File: config.mk
export PLATFORM = sky130hd
export DESIGN_NAME = tff_counter_ctrl
export DESIGN_NICKNAME = d
export VERILOG_FILES = /design/src/rtl/tff_ctrl_pkg.sv /design/src/rtl/tff_cell.sv /design/src/rtl/tff_counter_ctrl.sv
export SDC_FILE = /design/constraint.sdc
export NUM_CORES = 1
export LEC_CHECK = 0
export ABC_AREA = 1
export CAP_MARGIN = 20
export CELL_PAD_IN_SITES_DETAIL_PLACEMENT = 1
export CELL_PAD_IN_SITES_GLOBAL_PLACEMENT = 1
export CORE_MARGIN = 2
export CORE_UTILIZATION = 37
export DETAILED_ROUTE_END_ITERATION = 16
export HOLD_SLACK_MARGIN = 0.1
export PLACE_DENSITY = 0.93
export SETUP_SLACK_MARGIN = 0.2
export SKIP_LAST_GASP = 1
export SYNTH_ARGS = -nofsm -noshare
export SYNTH_HDL_FRONTEND = slang
export SYNTH_SLANG_ARGS = --single-unit
File: constraint.sdc
create_clock -name clock -period 2.37 [get_ports clock]
set_clock_uncertainty 0.15 [all_clocks]
set_input_delay 0.237 -clock clock [delete_from_list [all_inputs] [get_ports clock]]
set_output_delay 0.237 -clock clock [all_outputs]
set_load 0.005 [all_outputs]
File: src/rtl/tff_ctrl_pkg.sv
// tff_ctrl_pkg: shared FSM state encoding and default counter width for tff_counter_ctrl.
package tff_ctrl_pkg;
    localparam int TFF_WIDTH_DEF = 4;
    typedef enum logic [1:0] {IDLE = 2'd0, RUN = 2'd1, PAUSE = 2'd2, DONE = 2'd3} state_e;
endpackage

File: src/rtl/tff_cell.sv
// tff_cell: single T flip-flop with synchronous active-low reset; toggles when t_i is high.
module tff_cell (
    input  logic clock,
    input  logic reset,
    input  logic t_i,
    output logic q_o
);
    logic q_q;
    always_ff @(posedge clock) begin
        if (!reset) q_q <= 1'b0;
        else        q_q <= q_q ^ t_i;
    end
    assign q_o = q_q;
endmodule

File: src/rtl/tff_counter_ctrl.sv
// tff_counter_ctrl: modulo up/down counter built from T flip-flop cells under an IDLE/RUN/PAUSE/DONE FSM.
// Define TFF_CTRL_ONESHOT_EN to stop in DONE on the first terminal count instead of wrapping.
module tff_counter_ctrl
    import tff_ctrl_pkg::*;
#(
    parameter int WIDTH = TFF_WIDTH_DEF
) (
    input  logic             clock,
    input  logic             reset,
    input  logic             start,
    input  logic             stop,
    input  logic             up_dn,
    input  logic             cfg_valid,
    input  logic [WIDTH-1:0] cfg_mod,
    output logic             cfg_ready,
    output logic [WIDTH-1:0] count,
    output logic             tc,
    output logic             busy,
    output logic             done
);
    state_e           state_q, state_d;
    logic [WIDTH-1:0] mod_q, mod_d, last, step, count_d, t;
    logic             tc_q, xfer, run_step, wrap;

    assign cfg_ready = (state_q == IDLE) || (state_q == DONE);
    assign xfer      = cfg_valid && cfg_ready;
    // A latched modulus of 0 underflows to all-ones, giving the full 2^WIDTH range.
    assign last      = mod_q - 1'b1;
    assign run_step  = (state_q == RUN) && !stop;
    assign wrap      = run_step && (up_dn ? (count == last) : (count == '0));
    assign step      = up_dn ? ((count == last) ? '0 : count + 1'b1)
                             : ((count == '0) ? last : count - 1'b1);
    assign count_d   = xfer ? '0 : run_step ? step : count;
    assign t         = count ^ count_d;
    assign mod_d     = xfer ? cfg_mod : mod_q;

    always_comb begin
        state_d = state_q;
        case (state_q)
            IDLE:    state_d = (start && !stop) ? RUN : IDLE;
`ifdef TFF_CTRL_ONESHOT_EN
            RUN:     state_d = stop ? PAUSE : wrap ? DONE : RUN;
`else
            RUN:     state_d = stop ? PAUSE : RUN;
`endif
            PAUSE:   state_d = stop ? IDLE : start ? RUN : PAUSE;
            DONE:    state_d = (start && !stop) ? RUN : DONE;
            default: state_d = IDLE;
        endcase
    end

    always_ff @(posedge clock) begin
        if (!reset) begin
            state_q <= IDLE;
            mod_q   <= '0;
            tc_q    <= 1'b0;
        end else begin
            state_q <= state_d;
            mod_q   <= mod_d;
            tc_q    <= wrap;
        end
    end

    for (genvar i = 0; i < WIDTH; i++) begin : g_cell
        tff_cell u_cell (
            .clock (clock),
            .reset (reset),
            .t_i   (t[i]),
            .q_o   (count[i])
        );
    end

    assign tc   = tc_q;
    assign busy = (state_q == RUN) || (state_q == PAUSE);
`ifdef TFF_CTRL_ONESHOT_EN
    assign done = (state_q == DONE);
`else
    assign done = 1'b0;
`endif
endmodule

Word level (Yosys, flattened, before mapping)
Index checks and enable logic that the tools add are counted.
{ "totals": {"ff_bits": 11, "inputBits": 10, "output_inout_bits": 8, "elab_cells": 40} }
{ "classes": {"addsub": 3, "eq_ne": 4, "muxes": 12, "n_bitwise": 5, "reduce_logical": 9} }
{ "ops": {"columns": ["op", "count"], "rows": [
  ["4-bit two-way mux", 5],
  ["2-bit two-way mux", 4],
  ["2-bit case mux with 4 select lines", 1],
  ["4-bit by 1-bit subtractor with 4-bit output, second input constant", 2],
  ["4-bit by 1-bit adder with 4-bit output, second input constant", 1],
  ["2-bit equality test, second input constant", 2],
  ["4-bit equality test", 1],
  ["1-bit logical AND", 4],
  ["4-bit logical NOT", 1],
  ["1-bit XOR", 4],
  ["4-bit XOR", 1],
  ["2-bit by 1-bit equality test with 1-bit output, second input constant", 1],
  ["2-bit logical NOT", 1],
  ["1-bit logical OR", 2],
  ["1-bit two-way mux", 2],
  ["1-bit logical NOT", 1]
]} }

Longest topological paths before layout
{ "logic_depth": {"depth_word": 8, "depth_mapped": 11} }

Cells and area by module
A second synthesis with hierarchy kept.
{ "hier_totals": {"cells_unflattened": 148, "hier_area_um2": 904.6} }
{ "modules_own_cells": {"columns": ["mod", "instances", "cells_per_inst", "area_per_inst_um2", "seq_area_each_um2"], "rows": [
  ["tff_counter_ctrl", 1, 128, 764.5, 140.1],
  ["tff_cell", 4, 5, 35.0, 20.0]
]} }

Worst setup path after synthesis
No wires, ideal clock.
{ "synth_timing": {"path_type": "register -> register", "startpoint": "register mod_q[0]", "endpoint": "register g_cell[0].u_cell.q_q", "setup_ps": 122, "arrival_ps": 1267, "required_ps": 2098, "path_slack_ps": 831, "stages_incl_launch_ff": 9, "period_less_slack_ps": 1539, "cell_sequence": "dfxtp_1 inv_2 ha_1 xor2_1 nand2_1 nor2_1 nand2_2 nand3_1 a21oi_2"} }
{ "synth_via": {"elab_chain_len": 8, "elab_cells_between_ends": 9, "cone_classes": "add/sub (1); eq/ne (1); mux (5); bitwise (2)"} }
{ "synth_rtl": {"columns": ["item", "line", "source"], "rows": [
  ["from (decl)", "tff_counter_ctrl.sv:22", "logic [WIDTH-1:0] mod_q, mod_d, last, step, count_d, t;"],
  ["from (signal assigned)", "tff_counter_ctrl.sv:59", "mod_q <= mod_d;"],
  ["4-bit by 1-bit subtractor with 4-bit output *", "tff_counter_ctrl.sv:28", "assign last = mod_q - 1'b1;"],
  ["4-bit equality test", "tff_counter_ctrl.sv:31", "assign step = up_dn ? ((count == last) ? '0 : count + 1'b1)"],
  ["4-bit two-way mux", "tff_counter_ctrl.sv:31", null],
  ["4-bit two-way mux *", "tff_counter_ctrl.sv:31", null],
  ["4-bit two-way mux * (2 in series)", "tff_counter_ctrl.sv:33", "assign count_d = xfer ? '0 : run_step ? step : count;"],
  ["4-bit XOR *", "tff_counter_ctrl.sv:34", "assign t = count ^ count_d;"],
  ["1-bit XOR *", "tff_cell.sv:11", "else q_q <= q_q ^ t_i;"],
  ["to (signal assigned)", "tff_cell.sv:11", null],
  ["to (decl)", "tff_cell.sv:8", "logic q_q;"]
]} }
Mark *: on every way between the ends. The rest lies on a longest branch, timed or not.
A chain may end at the register's enable or synchronous reset.

Worst setup path in the final report
{ "layout_timing": {"startpoint": "register state_q[0]", "endpoint": "output cfg_ready"} }
{ "layout_via": {"elab_chain_len": 2, "elab_cells_between_ends": 3, "cone_classes": "eq/ne (1); reduce/logical (2)"} }
{ "layout_rtl": {"columns": ["item", "line", "source"], "rows": [
  ["from (decl)", "tff_counter_ctrl.sv:21", "state_e state_q, state_d;"],
  ["from (signal assigned)", "tff_counter_ctrl.sv:58", "state_q <= state_d;"],
  ["2-bit equality test / 2-bit logical NOT (equally long branches)", "tff_counter_ctrl.sv:25", "assign cfg_ready = (state_q == IDLE) || (state_q == DONE);"],
  ["1-bit logical OR *", "tff_counter_ctrl.sv:25", null],
  ["to (decl)", "tff_counter_ctrl.sv:15", "output logic cfg_ready,"]
]} }
Marked as above.

==> flow_metrics.env <==
export IMPL_grt_overflow=0
export IMPL_cts_repair_resized=0
export IMPL_setup_viol=0
export IMPL_seq_area_frac_synth_pct=26.4
export IMPL_wirelength_microns=2150
export IMPL_nets=155
export IMPL_syn_nets=140
export IMPL_syn_area_per_cell_sq_um=6.77
export IMPL_cts_root_buf="clkbuf_4"
export IMPL_drt_vias_per_instance=5.01
export IMPL_synthFlopType="dfxtp_1"
export IMPL_power_switching_mw=0.135
export IMPL_ys_warnings_count=0
export IMPL_drv_slew=0
export IMPL_switching_share_pct=30.8
export IMPL_status="finished clean"
export IMPL_cp_required_ns=1.98
export IMPL_h_tree_depth=1
export IMPL_dieArea_sq_mm=0.00265
export IMPL_initial_utilization_pct=38.4
export IMPL_core_area_sq_mm=0.00217
export IMPL_ys_ff_latch=11
export IMPL_cp_start_kind="flop"
export IMPL_cts_sinks=11
export IMPL_power_frac_clock_pct=30.4
export IMPL_numPortBuffers=16
export IMPL_setup_tns_final_ns=0
export IMPL_row_count=17
export IMPL_power_density_mw_per_mm2=435
export IMPL_ant_nets=0
export IMPL_wl_per_cell_microns=13.0
export IMPL_grt_use_total_pct=19.3
export IMPL_period_share_pct=84.8
export IMPL_die_h_microns=51.5
export IMPL_final_cell_count_no_fill=165
export IMPL_drv_cap=0
export IMPL_gp_congestion=0.774
export IMPL_vias=827
export IMPL_firstDrtPassIters=4
export IMPL_antenna_cells=0
export IMPL_post_cts_repair_setup_buffers=0
export IMPL_critPathMaxFanout=3
export IMPL_worstSetupPathType="reg -> out"
export IMPL_grt_max_degree=10
export IMPL_finalCriticalPeriod_ns=2.01
export IMPL_cts_tree="built"
export IMPL_gr_usage_met3_pct=4.39
export IMPL_p_int_mw=0.304
export IMPL_seqPwrFrac_pct=45.5
export IMPL_place_area_sq_um=983
export IMPL_postSynthCellCount=123
export IMPL_layout_drive_gt1_share_pct=8.76
export IMPL_async_flop_share_pct=0
export IMPL_hp_class="reg -> reg"
export IMPL_drtIter0Drc=6
export IMPL_design_area_sq_mm=0.00101
export IMPL_cts_path_max_buffers=2
export IMPL_hpwlAfterDp_microns=1730
export IMPL_drc=0
export IMPL_fmax_ghz=0.498
export IMPL_hold_violations=0
export IMPL_rsz0062_at_grt="no"
export IMPL_path_clk_slew_ns=0.07
export IMPL_top_usage_layer="met2"
export IMPL_die_w_microns=51.5
export IMPL_dp_cells=161
export IMPL_grt_pass1_vias=857
export IMPL_met1_usage_pct=22.5
export IMPL_syn_cell_area_sq_um=833
export IMPL_cts_hold_buf=0
export IMPL_cp_end_kind="output pin"
export IMPL_ir_worst_vdd_mv=0.259
export IMPL_power_frac_comb_pct=24.1
export IMPL_cts_buffers_inserted=3
export IMPL_cp_arrival_ns=1.62
export IMPL_clk_latency_ns=0.27
export IMPL_synth_edf_count=0
export IMPL_grt_pass1_wl_microns=3820
export IMPL_grtUsageMet2_pct=34.8
export IMPL_synth_cell_types=19
export IMPL_area_growth_pct=21.2
export IMPL_leakage_nw=0.455
export IMPL_io_pins=18
export IMPL_antenna_found_initial=0
power groups by stage:
stage	Clock, mW	Sequential, mW	Combinational, mW
final	0.134	0.200	0.106
after global routing	0.142	0.201	0.120
after CTS	0.135	0.200	0.107
after detailed placement	0	0.204	0.106
after global placement	0	0.204	0.0994
after floorplan	0	0.202	0.0702
layout by cell type, fill, tap and decap left out:
| cell type | instances |
|---|---|
| a21oi_1 | 12 |
| a21oi_2 | 2 |
| clkbuf_1 | 1 |
| clkbuf_4 | 3 |
| clkdlybuf4s50_1 | 16 |
| conb_1 | 1 |
| dfxtp_1 | 11 |
| ha_1 | 7 |
| inv_1 | 18 |
| inv_2 | 2 |
| nand2_1 | 19 |
| nand2_2 | 3 |
| nand2_4 | 1 |
| nand3_1 | 13 |
| nor2_1 | 7 |
| nor2_4 | 1 |
| o211ai_1 | 1 |
| o21ai_0 | 10 |
| o21ai_1 | 4 |
| o31ai_1 | 1 |
| xor2_1 | 4 |
sequential cells by signal, indices dropped and copies added (netlist names):
name and count:
mod_q 4, tc 1, state_q 2, g_cell.u_cell.q_o 4
cell usage after synthesis, types with 3 or more instances:
cell type	number	share of area [%]
nand2_1	19	8.6
inv_1	18	8.1
xor2_1	4	4.2
dfxtp_1	11	26
nand3_1	13	7.8
nand2_2	3	2.3
nor2_1	7	3.2
o21ai_1	4	2.4
ha_1	7	11
a21oi_1	12	7.2
buf_4	6	5.4
o21ai_0	10	6.0
layer usage:
metal	routed length, microns	up-vias
met5	0	-
met4	38	0
met3	71	6
met2	1110	16
met1	928	384
li1	-	421
metrics by stage:
stage               setup WS [ns]  util [%]  total power [mW]  hold slack [ns]
finish                      0.361      46.5             0.439            0.355
global route                0.303      46.5             0.463            0.384
CTS                         0.345      46.5             0.442            0.353
detailed placement          0.651      45.3             0.310            0.342
global placement            0.678      45.3             0.303            0.322
floorplan                   0.831         -             0.272            0.225
kinds of logic after synthesis:
group	synth area share, %
XOR/XNOR	4.20
other	0.450
adder cells (fa/ha/maj)	10.5
buffers and inverters	14.4
AND/OR/NAND/NOR	24.5
flip-flops	26.4
AO/OA/AOI/OAI	19.5
layout make-up:
class | count | area [sq um]
clock buffer | 4 | 26.3
fill | 302 | 1160
inverter | 20 | 75.1
multi-input combinational | 86 | 493
sequential | 11 | 220
tap | 28 | 35.0
timing repair buffer | 16 | 160
final timing paths:
kind                               end       start  slack [ns]  depth (start not counted)
setup / recovery             cfg_ready  state_q[0]        0.36                          4
hold / removal                mod_q[2]    mod_q[2]        0.35                          2
setup reg to reg  g_cell[0].u_cell.q_o    mod_q[0]        0.63                          8
hold reg to reg               mod_q[2]    mod_q[2]        0.35                          2
critical path, cell delays in order (launching register included):
cell and delay (ns):
dfxtp_1 0.37, inv_1 0.07, ha_1 0.30, inv_1 0.10, clkdlybuf4s50_1 0.50
(Power assumes the default switching activity.)
